### config.mk
export PLATFORM = sky130hd
export DESIGN_NAME = restoring_divider
export DESIGN_NICKNAME = d
export VERILOG_FILES = /design/src/rtl/arith_pkg.sv /design/src/rtl/borrow_look_ahead_subtractor.sv /design/src/rtl/restoring_divider.sv
export SDC_FILE = /design/constraint.sdc
export NUM_CORES = 1
export LEC_CHECK = 0
export ABC_AREA = 1
export CORE_AREA = 4 4 52 59
export DETAILED_ROUTE_END_ITERATION = 10
export DIE_AREA = 0 0 56 63
export GPL_TIMING_DRIVEN = 0
export PLACE_DENSITY = 0.9
export SYNTH_ARGS = -nofsm -noshare
export SYNTH_HDL_FRONTEND = slang
export SYNTH_SLANG_ARGS = --single-unit
### constraint.sdc
create_clock -name CLK -period 3.1 [get_ports CLK]
set_input_delay 0.62 -clock CLK [delete_from_list [all_inputs] [get_ports CLK]]
set_output_delay 0.62 -clock CLK [all_outputs]
set_load 0.02 [all_outputs]
### src/rtl/arith_pkg.sv
// Shared definitions for the arithmetic datapath library.
//   - State encodings for the start/busy/done controllers.
//   - clog2 helper that sizes the iteration counters.
package arith_pkg;

  localparam logic [1:0] ST_IDLE_ENC   = 2'd0;
  localparam logic [1:0] ST_RUN_ENC    = 2'd1;
  localparam logic [1:0] ST_FINISH_ENC = 2'd2;

  typedef enum logic [1:0] {
    ST_IDLE   = ST_IDLE_ENC,
    ST_RUN    = ST_RUN_ENC,
    ST_FINISH = ST_FINISH_ENC
  } state_e;

  // Ceiling log2. clog2(n) bits hold any value from 0 to n-1.
  function automatic int clog2(input int n);
    int r;
    int v;
    r = 0;
    v = n - 1;
    while (v > 0) begin
      r = r + 1;
      v = v >> 1;
    end
    return r;
  endfunction

endpackage

### src/rtl/borrow_look_ahead_subtractor.sv
// Combinational borrow-look-ahead subtractor: DIFF = A - B - B_IN.
//   A, B   : WIDTH-bit minuend and subtrahend
//   B_IN   : borrow in
//   DIFF   : WIDTH-bit difference
//   B_OUT  : borrow out (1 when A < B + B_IN)
// Generate g = ~A & B (this bit borrows on its own); propagate
// p = ~(A ^ B) (an incoming borrow passes through when the bits are equal).
module borrow_look_ahead_subtractor #(
  parameter int WIDTH = 5
) (
  input  logic [WIDTH-1:0] A,
  input  logic [WIDTH-1:0] B,
  input  logic             B_IN,
  output logic [WIDTH-1:0] DIFF,
  output logic             B_OUT
);

  logic [WIDTH-1:0] gen;
  logic [WIDTH-1:0] prop;
  logic [WIDTH:0]   brw;

  genvar gi;
  generate
    for (gi = 0; gi < WIDTH; gi++) begin : g_terms
      assign gen[gi]  = ~A[gi] & B[gi];
      assign prop[gi] = ~(A[gi] ^ B[gi]);
      assign DIFF[gi] = A[gi] ^ B[gi] ^ brw[gi];
    end
  endgenerate

  // Each borrow is expanded directly from the g/p terms and B_IN rather
  // than rippling through the previous borrow.
  always_comb begin
    logic acc;
    logic pp;
    brw[0] = B_IN;
    for (int i = 0; i < WIDTH; i++) begin
      acc = gen[i];
      pp  = prop[i];
      for (int j = i - 1; j >= 0; j--) begin
        acc = acc | (pp & gen[j]);
        pp  = pp & prop[j];
      end
      brw[i+1] = acc | (pp & B_IN);
    end
  end

  assign B_OUT = brw[WIDTH];

endmodule

### src/rtl/restoring_divider.sv
// Iterative unsigned restoring divider, one quotient bit per clock.
//   CLK, RST     : clock, synchronous active-high reset
//   START        : request, accepted in IDLE or FINISH
//   DIVIDEND     : unsigned dividend, sampled on accept
//   DIVISOR      : unsigned divisor, sampled on accept
//   BUSY         : high during the WIDTH RUN cycles
//   DONE         : one-cycle pulse in FINISH
//   QUOTIENT     : last completed quotient (all ones on divide by zero)
//   REMAINDER    : last completed remainder (dividend on divide by zero)
//   DIV_BY_ZERO  : last completed operation had a zero divisor
module restoring_divider
  import arith_pkg::*;
#(
  parameter int WIDTH = 4
) (
  input  logic             CLK,
  input  logic             RST,
  input  logic             START,
  input  logic [WIDTH-1:0] DIVIDEND,
  input  logic [WIDTH-1:0] DIVISOR,
  output logic             BUSY,
  output logic             DONE,
  output logic [WIDTH-1:0] QUOTIENT,
  output logic [WIDTH-1:0] REMAINDER,
  output logic             DIV_BY_ZERO
);

  localparam int CW = clog2(WIDTH + 1);

  state_e           state_q, state_d;
  logic [WIDTH:0]   rem_q, rem_d;     // partial remainder R
  logic [WIDTH-1:0] dsr_q, dsr_d;     // latched divisor
  logic [WIDTH-1:0] work_q, work_d;   // dividend shifts out MSB, quotient in LSB
  logic [CW-1:0]    cnt_q, cnt_d;
  logic [WIDTH-1:0] quo_q, quo_d;     // visible results, updated only on completion
  logic [WIDTH-1:0] rmd_q, rmd_d;
  logic             dbz_q, dbz_d;

  logic [WIDTH:0]   r_shift;
  logic [WIDTH:0]   trial;
  logic             borrow;

  assign r_shift = {rem_q[WIDTH-1:0], work_q[WIDTH-1]};

  borrow_look_ahead_subtractor #(
    .WIDTH(WIDTH + 1)
  ) u_sub (
    .A    (r_shift),
    .B    ({1'b0, dsr_q}),
    .B_IN (1'b0),
    .DIFF (trial),
    .B_OUT(borrow)
  );

  always_comb begin
    logic [WIDTH-1:0] work_nxt;
    logic [WIDTH:0]   rem_nxt;
    state_d  = state_q;
    rem_d    = rem_q;
    dsr_d    = dsr_q;
    work_d   = work_q;
    cnt_d    = cnt_q;
    quo_d    = quo_q;
    rmd_d    = rmd_q;
    dbz_d    = dbz_q;
    work_nxt = {work_q[WIDTH-2:0], ~borrow};
    rem_nxt  = borrow ? r_shift : trial;

    case (state_q)
      ST_RUN: begin
        rem_d  = rem_nxt;
        work_d = work_nxt;
        cnt_d  = cnt_q - CW'(1);
        if (cnt_q == CW'(1)) begin
          state_d = ST_FINISH;
          quo_d   = work_nxt;
          // Final remainder is below the divisor, so its top bit is zero.
          rmd_d   = rem_nxt[WIDTH-1:0];
          dbz_d   = 1'b0;
        end
      end
      default: begin  // ST_IDLE, ST_FINISH
        state_d = ST_IDLE;
        if (START) begin
          if (DIVISOR == '0) begin
            state_d = ST_FINISH;
            quo_d   = '1;
            rmd_d   = DIVIDEND;
            dbz_d   = 1'b1;
          end else begin
            // DIV_BY_ZERO is left alone here so all three visible
            // results stay stable until this operation completes.
            state_d = ST_RUN;
            dsr_d   = DIVISOR;
            work_d  = DIVIDEND;
            rem_d   = '0;
            cnt_d   = CW'(WIDTH);
          end
        end
      end
    endcase
  end

  always_ff @(posedge CLK) begin
    if (RST) begin
      state_q <= ST_IDLE;
      rem_q   <= '0;
      dsr_q   <= '0;
      work_q  <= '0;
      cnt_q   <= '0;
      quo_q   <= '0;
      rmd_q   <= '0;
      dbz_q   <= 1'b0;
    end else begin
      state_q <= state_d;
      rem_q   <= rem_d;
      dsr_q   <= dsr_d;
      work_q  <= work_d;
      cnt_q   <= cnt_d;
      quo_q   <= quo_d;
      rmd_q   <= rmd_d;
      dbz_q   <= dbz_d;
    end
  end

  assign BUSY        = (state_q == ST_RUN);
  assign DONE        = (state_q == ST_FINISH);
  assign QUOTIENT    = quo_q;
  assign REMAINDER   = rmd_q;
  assign DIV_BY_ZERO = dbz_q;

endmodule

==> impl_metrics.tcl, run 1 <==
set metrics [dict create \
    vias 1266 \
    end_kind "primary output" \
    die_h_um 63 \
    fmax_mhz 408 \
    dpl_cell_area_um2 1590 \
    power_density_nw_per_um2 491 \
    die_area_um2 3530 \
    final_cell_mix "40 x inv_1, 39 x nand2_1, 26 x dfxtp_1, 21 x clkdlybuf4s50_1" \
    antenna_cells 0 \
    hpwl_mm 2.12 \
    hold_path_class "reg2reg" \
    yosysSeqAreaShare_pct 38.7 \
    grt_start_max_net_pins 16 \
    place.port_buffers 21 \
    setup_ws_ns 0.650 \
    outcome "finished clean" \
    nets 238 \
    grt_use_total_pct 17.3 \
    wl_per_cell_um 11.1 \
    cts_tree "done" \
    layout-area-overhead-vs-synth_pct 22.4 \
    cts_buffer_depth 2 \
    mostFrequentLayoutCell "inv_1" \
    r2r_cells 11 \
    r2r-end "rem_q[3]" \
    drt_iter0_drc 39 \
    worst_clock_skew_ns 0.00767 \
    grt_use_met2_pct 31.3 \
    drv_slew 0 \
    p_total_mw 0.807 \
    gp_congestion 0.865 \
    yosysWarnings 0 \
    slew_headroom_pct 66.1 \
    hold_viol 0 \
    die-width_um 56 \
    clk_latency_ns 0.32 \
    grt_pass1_wl_mm 5.01 \
    syn_inst 194 \
    synthTopCellsByArea "dfxtp_1 39%, inv_1 11%, nand2_1 11%" \
    r2r_slack_ns 1.39 \
    grt_pass1_vias 1263 \
    synth_fp_nets 212 \
    rr_startpoint "rem_q[0]" \
    min_to "QUOTIENT[1]" \
    max_cap_viol_count 0 \
    grt_busiest_layer "met2" \
    htreeDepth 1 \
    worstMarginPinSlew_ns 0.509 \
    holdPathStages 2 \
    period_share_pct 79.0 \
    syn_area_per_cell_um2 6.93 \
    cts_hold_buf 0 \
    cts-root-buf "clkbuf_4" \
    antenna_found_initial 0 \
    final_area_um2 1650 \
    critical_path_peak_fanout 10 \
    setup_viol 0 \
    postCtsResizedCells 0 \
    rsz0062_at_grt "no" \
    firstDrtPassIters 4 \
    vias_per_cell 5.06 \
    core-area_um2 2470 \
    worstPathRequired_ns 2.48 \
    io_pins 22 \
    leakage_nw 0.808 \
    fin_crit_ns 2.45 \
    cp_data_arrival_time_ns 1.83 \
    grt.met1_usage_pct 19.6 \
    ant_nets 0 \
    worstHoldStart "QUOTIENT[1]" \
    synth_top_area_share_pct 38.7 \
    startpoint_type "flip-flop" \
    cts_sinks 26 \
    row_count 19 \
    synth_area_um2 1340 \
    dp_slack_ns 1.03 \
    peakVddDrop_mv 0.420 \
    start_util_pct 54.4 \
    synth_top_cell_by_area "dfxtp_1" \
    drc 0 \
    postCtsSetupBuffers 0 \
    ys_seq_elements 26 \
    worstSetupPathType "reg2out" \
    cts-buffers-inserted 3 \
    drive_gt1_share_pct 6.39 \
    synth_cell_types 24 \
    clk_pin_slew_ns 0.14 \
    routed_wl_mm 2.77 \
    use_met3_pct 2.69 \
    tns_ns 0 \
    grt_overflow_total 0 \
]
-- cell usage after synthesis (all sizes together) --
library cell,number
nand2,43
xor2,1
nor3,1
inv,41
nand4,3
fa,1
o22ai,1
a31oi,4
dfxtp,26
o21ai,15
ha,6
a21oi,8
buf,3
clkbuf,1
a211oi,1
nor2,20
nand3,19
-- registers in the layout (all words and copies together) (netlist names) --
name and count:
rem_q 4, DIV_BY_ZERO 1, state_q 2, QUOTIENT 4
dsr_q 4, work_q 4, cnt_q 3, REMAINDER 4
-- logic make-up (layout without fill, tap and decap cells) --
family                   Yosys count  count (layout)  share of synthesized area, %
AND/OR/NAND/NOR                   86              86                          28.9
buffers and inverters             45              70                          13.2
AO/OA/AOI/OAI                     29              29                          11.5
flip-flops                        26              26                          38.7
adder cells (fa/ha/maj)            7               7                          7.08
XOR/XNOR                           1               1                         0.652
-- per-layer routing --
layer | wire length [um] | part of all wire (%) | vias up
met4 | 55 | 2.0 | 0
met2 | 1350 | 49 | 41
met3 | 139 | 5.0 | 6
met5 | 0 | 0 | -
met1 | 1220 | 44 | 560
li1 | - | - | 659
-- metrics by stage --
stage	hold WS, ns	std cells	utilization (%)
floorplan	0.445	194	-
global placement	0.457	246	64.4
detailed placement	0.468	246	64.4
CTS	0.486	250	66.5
global route	0.507	250	66.5
finish	0.481	250	66.5
-- where the power goes --
part	leakage [nW]	switching, mW	internal, mW	total, mW
registers	0.213	0.0162	0.361	0.377
logic	0.567	0.122	0.0785	0.200
clock network	0.0279	0.0989	0.131	0.230
total	0.808	0.237	0.570	0.807
-- cell type report --
class	instances	area, um2
clock inverters	1	30.0
flip-flops and latches	26	520
repair buffers	21	210
inverters	41	154
multi-input cells	123	646
plain buffers	4	23.8
well taps	31	38.8
clock buffers	3	22.5
fillers	206	827
-- worst max-delay path by stage --
stage	startpoint	endpoint	slack [ns]	cells after the start
after floorplan	rem_q[0]	rem_q[3]	1.64	11
after global placement	state_q[0]	BUSY	1.03	4
after detailed placement	state_q[0]	BUSY	1.03	4
after CTS	state_q[0]	BUSY	0.66	4
after global routing	state_q[0]	BUSY	0.55	4
final	state_q[0]	BUSY	0.65	4
-- critical path: stages (launching register included) --
cell and delay [ns]:
dfxtp_1 0.35, inv_1 0.06, nor2_4 0.19, buf_2 0.26
clkdlybuf4s50_1 0.64
(Power assumes the default switching activity.)
==> run 2: changes to the inputs <==
--- a/config.mk
+++ b/config.mk
@@ -6,11 +6,11 @@
 export NUM_CORES = 1
 export LEC_CHECK = 0
 export ABC_AREA = 1
-export CORE_AREA = 4 4 52 59
+export CORE_AREA = 4 4 54 61
 export DETAILED_ROUTE_END_ITERATION = 10
-export DIE_AREA = 0 0 56 63
+export DIE_AREA = 0 0 58 65
 export GPL_TIMING_DRIVEN = 0
-export PLACE_DENSITY = 0.9
+export PLACE_DENSITY = 0.85
 export SYNTH_ARGS = -nofsm -noshare
 export SYNTH_HDL_FRONTEND = slang
 export SYNTH_SLANG_ARGS = --single-unit
==> constraint.sdc (replaced) <==
create_clock -name CLK -period 2.5 [get_ports CLK]
set_input_delay 0.5 -clock CLK [delete_from_list [all_inputs] [get_ports CLK]]
set_output_delay 0.5 -clock CLK [all_outputs]
set_load 0.02 [all_outputs]
==> run 2 against run 1 <==
  * Non-clock buffer count stayed put
  * Sequential share of layout area is 0.54 points higher
  * Critical endpoint unchanged
  * Utilization is 6.7 points lower
==> impl_metrics.tcl, run 2 (synthesis results as in run 1) <==
set metrics [dict create \
    outcome "finished clean" \
    cts_hold_buf 0 \
    max_cap_viol_count 0 \
    hold_viol 0 \
    tns_ns 0 \
    drc 0 \
    startpoint "state_q[0]" \
    utilization_pct 59.9 \
    die_h_um 65 \
    fillerInstances 247 \
    setup_viol 0 \
    cts-buffers-inserted 3 \
    hpwl_mm 2.14 \
    firstDrtPassIters 4 \
    cts_tree "done" \
    antenna_found_initial 0 \
    worstHoldStart "QUOTIENT[2]" \
    period_share_pct 93.0 \
    drive_gt1_share_pct 5.96 \
    gp_congestion 0.842 \
    grt_start_max_net_pins 14 \
    worst_clock_skew_ns 0.00522 \
    worstMarginPinSlew_ns 0.518 \
    grt_pass1_vias 1103 \
    wl_per_cell_um 10.8 \
    fin_cells 251 \
    vias_per_cell 5.13 \
    grt_use_total_pct 15.2 \
    clk_latency_ns 0.31 \
    clk_pin_slew_ns 0.13 \
    die-width_um 58 \
    core-area_um2 2700 \
    rsz0062_at_grt "no" \
    fin_crit_ns 2.32 \
    cp_data_arrival_time_ns 1.82 \
    worstPathRequired_ns 2.00 \
    io_pins 22 \
    grt_busiest_layer "met2" \
    post-place-cells 248 \
    grt_pass1_wl_mm 4.45 \
    cts_buffer_depth 2 \
    startpoint_type "flip-flop" \
    vias 1288 \
    layout-area-overhead-vs-synth_pct 20.4 \
    peakVddDrop_mv 0.350 \
    slew_headroom_pct 65.5 \
    final_cell_mix "40 x inv_1, 39 x nand2_1, 26 x dfxtp_1, 21 x clkdlybuf4s50_1" \
    end_kind "primary output" \
    grt_use_met2_pct 25.7 \
    nets 238 \
    mostFrequentLayoutCell "inv_1" \
    rr_startpoint "rem_q[0]" \
    row_count 20 \
    worstSetupPathType "reg2out" \
    die_area_um2 3770 \
    start_util_pct 49.7 \
    critical_path_peak_fanout 10 \
    drv_slew 0 \
    power_density_nw_per_um2 548 \
    p_total_mw 0.886 \
    htreeDepth 1 \
    place.port_buffers 21 \
    fmax_mhz 430 \
    cts_sinks 26 \
    use_met3_pct 2.39 \
    cts-root-buf "clkbuf_4" \
    grt_overflow_total 0 \
    postCtsSetupBuffers 0 \
    hold_slack_ns 0.476 \
    grt.met1_usage_pct 18.8 \
    drt_iter0_drc 59 \
    antenna_cells 0 \
    leakage_nw 0.794 \
    hold_path_class "reg2reg" \
    routed_wl_mm 2.72 \
    ant_nets 0 \
    postCtsResizedCells 0 \
]
[run 2: cell types whose count changed in the layout (fill, tap and decap cells not counted)]
cell       before  now
bufinv_16       1    0
[run 2: worst max-delay path, cell delays in order (launching register included)]
cell and delay [ns]:
dfxtp_1 0.35, inv_1 0.07, nor2_4 0.19, buf_2 0.26
clkdlybuf4s50_1 0.64
[run 2: worst paths after layout]
| path | end | slack, ns | cells past startpoint |
|---|---|---|---|
| worst max-delay path | BUSY | 0.18 | 4 |
| worst min-delay path | QUOTIENT[2] | 0.48 | 2 |
| worst max register to register | rem_q[3] | 0.82 | 11 |
| worst min register to register | QUOTIENT[2] | 0.48 | 2 |
[run 2: per-layer routing]
layer	vias to the layer above	part of all wire, %
met5	-	0
met4	0	2.2
met3	7	3.9
met2	30	48
met1	591	45
li1	660	-
[run 2: cell type report]
cell class / count / area (um2) / area share (%)
Tap cell: 33 / 41.3 / 2.55
Buffer: 4 / 23.8 / 1.47
Clock buffer: 3 / 22.5 / 1.39
Timing Repair Buffer: 21 / 210 / 13.0
Inverter: 41 / 154 / 9.51
Sequential cell: 26 / 520 / 32.2
Multi-Input combinational cell: 123 / 646 / 39.9
[run 2: stage by stage]
step           instance area (um2)  worst slack, ns
3_5_place_dp                  1600            0.539
6_report                      1620            0.176
5_1_grt                       1620           0.0847
2_1_floorplan                 1340             1.04
4_1_cts                       1620            0.177
3_3_place_gp                  1600            0.549
[run 2: power by group]
part,switching [mW],total [mW],internal [mW]
clock,0.116,0.173,0.0564
sequential,0.0197,0.467,0.447
combinational,0.149,0.246,0.0973
